--- src/rtl/fpu32_norm_round.sv ---
`default_nettype none
// ============================================================================
// Module   : fpu32_norm_round
// Purpose  : Normalizes a raw FPU32 adder sum, rounds to nearest-even and packs
//            an IEEE-754 single. Optional macro FPU_DENORM_EN emits denormals
//            instead of flushing them to signed zero.
// Revision : 1.0 - initial release
// ============================================================================
module fpu32_norm_round #(
  parameter int SHIFT_PER_CYCLE = 1
) (
  input  logic        clk,
  input  logic        rst,
  input  logic        in_valid,
  output logic        in_ready,
  input  logic        in_sign,
  input  logic [7:0]  in_exp,
  input  logic [27:0] in_mant,
  input  logic        in_zero,
  input  logic        in_inf,
  input  logic        in_nan,
  output logic        out_valid,
  input  logic        out_ready,
  output logic [31:0] result,
  output logic        flag_ovf,
  output logic        flag_unf,
  output logic        flag_inx
);

  typedef enum logic [1:0] {
    S_IDLE  = 2'd0,
    S_SHIFT = 2'd1,
    S_ROUND = 2'd2,
    S_DONE  = 2'd3
  } state_t;

  localparam logic [31:0] c_QNAN = 32'h7FC0_0000;

  state_t             r_state, w_state_nxt;
  logic               r_sign;
  logic signed [9:0]  r_exp, w_exp_nxt;
  logic [27:0]        r_mant, w_mant_nxt;
  logic [31:0]        r_result, w_result_nxt;
  logic               r_ovf, w_ovf_nxt;
  logic               r_unf, w_unf_nxt;
  logic               r_inx, w_inx_nxt;
  logic               w_sign_nxt;

  logic [2:0]         w_lz;
  logic               w_run;
  logic signed [9:0]  w_lz_s, w_lim, w_n, w_exp_shift;
  logic [27:0]        w_shifted;
  logic               w_up, w_carry, w_hid, w_inexact;
  logic [24:0]        w_sum;
  logic [22:0]        w_frac;
  logic signed [9:0]  w_rexp;

  always_ff @(posedge clk) begin
    if (rst) begin
      r_state  <= S_IDLE;
      r_sign   <= 1'b0;
      r_exp    <= '0;
      r_mant   <= '0;
      r_result <= '0;
      r_ovf    <= 1'b0;
      r_unf    <= 1'b0;
      r_inx    <= 1'b0;
    end else begin
      r_state  <= w_state_nxt;
      r_sign   <= w_sign_nxt;
      r_exp    <= w_exp_nxt;
      r_mant   <= w_mant_nxt;
      r_result <= w_result_nxt;
      r_ovf    <= w_ovf_nxt;
      r_unf    <= w_unf_nxt;
      r_inx    <= w_inx_nxt;
    end
  end

  always_comb begin
    w_state_nxt  = r_state;
    w_sign_nxt   = r_sign;
    w_exp_nxt    = r_exp;
    w_mant_nxt   = r_mant;
    w_result_nxt = r_result;
    w_ovf_nxt    = r_ovf;
    w_unf_nxt    = r_unf;
    w_inx_nxt    = r_inx;

    // Leading-zero count above the hidden bit, saturated at SHIFT_PER_CYCLE
    w_lz  = '0;
    w_run = 1'b1;
    for (int i = 0; i < SHIFT_PER_CYCLE; i++) begin
      if (w_run && !r_mant[26-i]) w_lz = w_lz + 3'd1;
      else                        w_run = 1'b0;
    end
    w_lz_s      = {7'd0, w_lz};
    w_lim       = (r_exp > 10'sd1) ? (r_exp - 10'sd1) : 10'sd0;
    w_n         = (w_lz_s < w_lim) ? w_lz_s : w_lim;
    w_shifted   = (r_mant << w_n) | {27'd0, r_mant[0]};
    w_exp_shift = r_exp - w_n;

    w_inexact = r_mant[2] | r_mant[1] | r_mant[0];
    w_up      = r_mant[2] & (r_mant[1] | r_mant[0] | r_mant[3]);
    w_sum     = {1'b0, r_mant[26:3]} + {24'd0, w_up};
    w_carry   = w_sum[24];
    w_rexp    = w_carry ? (r_exp + 10'sd1) : r_exp;
    w_hid     = w_carry | w_sum[23];
    w_frac    = w_carry ? w_sum[23:1] : w_sum[22:0];

    case (r_state)
      S_IDLE: begin
        if (in_valid) begin
          w_sign_nxt = in_sign;
          w_exp_nxt  = {2'b00, in_exp};
          w_mant_nxt = in_mant;
          w_ovf_nxt  = 1'b0;
          w_unf_nxt  = 1'b0;
          w_inx_nxt  = 1'b0;
          if (in_nan) begin
            w_result_nxt = c_QNAN;
            w_state_nxt  = S_DONE;
          end else if (in_inf) begin
            w_result_nxt = {in_sign, 8'hFF, 23'd0};
            w_state_nxt  = S_DONE;
          end else if (in_zero || in_mant == 28'd0) begin
            w_result_nxt = {in_sign, 31'd0};
            w_state_nxt  = S_DONE;
          end else if (in_mant[27]) begin
            w_mant_nxt  = {1'b0, in_mant[27:2], in_mant[1] | in_mant[0]};
            w_exp_nxt   = {2'b00, in_exp} + 10'sd1;
            w_state_nxt = S_ROUND;
          end else if (in_mant[26]) begin
            w_state_nxt = S_ROUND;
          end else begin
            w_state_nxt = S_SHIFT;
          end
        end
      end
      S_SHIFT: begin
        w_mant_nxt = w_shifted;
        w_exp_nxt  = w_exp_shift;
        if (w_shifted[26] || w_exp_shift <= 10'sd1) w_state_nxt = S_ROUND;
      end
      S_ROUND: begin
        w_state_nxt = S_DONE;
        w_inx_nxt   = w_inexact;
        if (w_rexp >= 10'sd255) begin
          w_result_nxt = {r_sign, 8'hFF, 23'd0};
          w_ovf_nxt    = 1'b1;
          w_inx_nxt    = 1'b1;
        end else if (w_rexp <= 10'sd1 && !w_hid) begin
`ifdef FPU_DENORM_EN
          w_result_nxt = {r_sign, 8'h00, w_frac};
          w_unf_nxt    = w_inexact;
`else
          w_result_nxt = {r_sign, 31'd0};
          w_unf_nxt    = 1'b1;
          w_inx_nxt    = 1'b1;
`endif
        end else begin
          w_result_nxt = {r_sign, w_rexp[7:0], w_frac};
        end
      end
      S_DONE: begin
        if (out_ready) w_state_nxt = S_IDLE;
      end
      default: w_state_nxt = S_IDLE;
    endcase
  end

  assign in_ready  = (r_state == S_IDLE);
  assign out_valid = (r_state == S_DONE);
  assign result    = r_result;
  assign flag_ovf  = r_ovf;
  assign flag_unf  = r_unf;
  assign flag_inx  = r_inx;

endmodule
`default_nettype wire

--- config.mk ---
export PLATFORM = sky130hd
export DESIGN_NAME = fpu32_norm_round
export DESIGN_NICKNAME = d
export VERILOG_FILES = /design/src/rtl/fpu32_norm_round.sv
export SDC_FILE = /design/constraint.sdc
export NUM_CORES = 1
export LEC_CHECK = 0
export ABC_AREA = 1
export CAP_MARGIN = 40
export CORE_UTILIZATION = 36
export CTS_CLUSTER_DIAMETER = 40
export CTS_CLUSTER_SIZE = 16
export DETAILED_ROUTE_END_ITERATION = 12
export HOLD_SLACK_MARGIN = 0.08
export PLACE_DENSITY = 0.63
export SKIP_LAST_GASP = 1
export SLEW_MARGIN = 20
export SYNTH_ARGS = -nofsm -noshare
export SYNTH_HDL_FRONTEND = slang
export SYNTH_SLANG_ARGS = --single-unit
--- constraint.sdc ---
create_clock -name clk -period 5.6 [get_ports clk]
set_input_delay 1.12 -clock clk [delete_from_list [all_inputs] [get_ports clk]]
set_output_delay 1.12 -clock clk [all_outputs]
set_load 0.01 [all_outputs]
==> key figures <==
Outcome
  • Outcome: finished, final reports clean

Global route
  • Vias in the first global route: between 7000 and 8000
  • Largest net degree at the start of global routing: 63
  • First-pass GRT wire length: between 30000 and 40000 um
  • Met2 GRT Util: 35.4%
  • Gr usage total: a little under a quarter
  • Met3 Use GR: 2.90%
  • GR Layer Usage met1: 34.8%
  • GR peak layer: met2
  • Grt total ovfl: 0
  • Initial antenna violation count: 0

Cells and area
  • Layout cells sized above 1: ~7%
  • Cell Count, Final, Fillers Out: 1476
  • Area growth syn-to-layout: 18.0%
  • Filler cell count: 2055
  • Diodes inserted: 0
  • Nets: 1276

Clock network
  • Cts bufs inserted: 9
  • Max Buffers Root-to-Sink: 2
  • Sink Count: 75
  • Clk slew on worst S/H paths: 0.06 ns
  • Hold Buf Count CTS: 0
  • Post-CTS setup buffers: 0
  • CTS tree: yes
  • H-Tree Depth: 3
  • Clock latency on the worst-skew pair: 0.35 ns
  • CTS Root Cell: clkbuf_16
  • CTS resizes: 0

STA
  • Final worst path period share: 87.6%
  • Fin. max-slew vios: 0
  • Hold WS: 0.454 ns
  • RSZ-0062 raised after global routing: false
  • Hold Violations, Final: 0
  • # setup viols final: 0
  • Clock Skews: 0.00922 ns
  • Relative slew margins: 41.3%
  • Final worst path period need: 4.91 ns
  • F_max: 204 MHz
  • Slew @ Worst Pin: about 0.88 ns
  • Final setup TNS: 0 ns

Critical path
  • CP peak stage delay: 0.40 ns
  • Critical path fanouts, max: 9
  • CP startpoint kind: flip-flop
  • Crit path required time: 5.84 ns
  • WP data arrival: 5.15 ns
  • WS Path Type: reg2reg
  • CP max-delay cell: fa_1
  • Critical path capture point type: flip-flop
  • Crit-path most repeated cell: nand2_1

Floorplanning
  • Row count: 50
  • Die Span X: 142 um
  • Initial Util: between 30% and 40%
  • IO Pins: 81
  • Core Region: between 15000 and 20000 um^2
  • Die Area: 20100 um^2
  • Die height: 142 um

Drt
  • Routed via count: 7881
  • Wirelength per Cell: between 15 and 20 um
  • 1st-iter DRT viols: 624
  • Pre-Repair DR Iteration Count: 7
  • Final wirelength: between 20000 and 25000 um
  • Drt drc: 0
  • Via/cell ratio: roughly 5.3
  • ANT nets after route: 0

Synth
  • Sequential cell area fraction in the yosys report: a little over a fifth
  • Synth cell types: 54
  • Yosys warnings: 0
  • Post-Synthesis Cells: between 1000 and 1500
  • Mean Syn Cell Area: about 6 um^2
  • Synth Register Bits: 75
  • Syn_nets: 1236
  • Synthesized area: 7040 um^2

Flow run
  • Max-Cap Viols: 0

Placed design
  • Buffers on Ports: 80
  • Placed insts: between 1000 and 1500
  • RD Place Congestion: 0.937
  • HPWL Detailed: around 18000 um

Worst hold path
  • Worst Hold Class: reg2reg
cells by family after synthesis:
family	count (synthesis)	synth area share, %
buf+inv	176	10.4
fa+ha+maj	20	3.66
compound gates	263	21.1
simple gates	602	39.0
xor+xnor	36	4.48
flops	75	21.3
per-layer routing:
| metal | part of all wire [%] | vias up |
|---|---|---|
| met5 | 0 | - |
| met4 | 1.1 | 0 |
| met3 | 6.7 | 18 |
| met2 | 42 | 261 |
| met1 | 50 | 3603 |
| li1 | - | 3999 |
stage by stage:
step,instance area (um^2),setup WS (ns),util [%]
4_1_cts,8310,0.750,43.8
2_1_floorplan,7040,1.06,-
5_1_grt,8310,0.201,43.8
6_report,8310,0.694,43.8
3_5_place_dp,7980,0.777,42.1
3_3_place_gp,7960,0.906,42.0
synthesized netlist by cell type, drive strengths merged:
master / n / area, um^2
a211o: 1 / 8.76
a211oi: 1 / 7.51
a21o: 1 / 7.51
a21oi: 74 / 382
a221oi: 1 / 8.76
a31o: 1 / 8.76
a31oi: 23 / 144
a41oi: 1 / 8.76
and3: 1 / 6.26
buf: 26 / 164
clkbuf: 38 / 145
clkinv: 1 / 3.75
dfxtp: 75 / 1500
fa: 1 / 20.0
ha: 19 / 238
inv: 111 / 417
nand2: 299 / 1160
nand3: 117 / 658
nand3b: 3 / 22.5
nand4: 24 / 156
nor2: 124 / 546
nor3: 23 / 135
nor4: 7 / 43.8
o2111ai: 3 / 26.3
o211a: 1 / 10.0
o211ai: 18 / 135
o21a: 5 / 37.5
o21ai: 124 / 624
o21bai: 7 / 67.6
o22ai: 2 / 12.5
or2: 3 / 18.8
or3: 1 / 6.26
xnor2: 6 / 52.6
xor2: 30 / 263
layout by cell type (no fill, tap or decap), types with 6 or more instances in the layout:
cell	count
clkbuf_16	9
nand4_1	23
nor2_1	111
o211ai_1	18
nand2_2	8
nor4_1	7
xnor2_1	6
inv_2	7
o21ai_1	21
nor3_1	19
buf_4	11
dfxtp_1	75
nand3_1	104
nand2_1	289
o21ai_0	102
xor2_1	30
a31oi_1	23
clkdlybuf4s50_1	80
nor2_2	7
nand3_2	12
inv_1	104
a21oi_1	71
ha_1	19
sequential cells by signal, indices dropped and copies added, names as in the netlist:
signal and flops:
r_sign 1, r_exp 10, r_mant 27, r_state 2, flag_inx 1, flag_unf 1
result 32, flag_ovf 1
path summary, 6_finish.rpt:
check | start | endpoint | slack [ns] | cells past startpoint
hold / removal | flag_ovf$_SDFFE_PP0P_ | flag_ovf$_SDFFE_PP0P_ | 0.45 | 2
setup reg to reg | r_exp[0]$_SDFFE_PP0P_ | r_state[0]$_SDFFE_PP0P_ | 0.69 | 31
setup / recovery | r_exp[0]$_SDFFE_PP0P_ | r_state[0]$_SDFFE_PP0P_ | 0.69 | 31
hold reg to reg | flag_ovf$_SDFFE_PP0P_ | flag_ovf$_SDFFE_PP0P_ | 0.45 | 2
critical path, delay by kind of cell, from the launching register on:
family                   cells  cell delay, ns
AND/OR/NAND/NOR             16            1.59
adder cells (fa/ha/maj)      4            1.22
AO/OA/AOI/OAI                5            0.80
buffers and inverters        5            0.61
flip-flops                   1            0.39
XOR/XNOR                     1            0.20
layout make-up:
| class | instances | area (um^2) | area share (%) |
|---|---|---|---|
| Inverter | 112 | 420 | 5.06 |
| Clock buffer | 10 | 229 | 2.76 |
| Timing Repair Buffer | 93 | 918 | 11.1 |
| Tap cell | 260 | 325 | 3.92 |
| Clock inverter | 5 | 103 | 1.23 |
| Sequential cell | 75 | 1500 | 18.1 |
| Multi-Input combinational cell | 921 | 4810 | 57.9 |
Power is left out: the tool's default activity adds up to more than one toggle a clock period on the data nets, which glitch-free logic cannot reach.
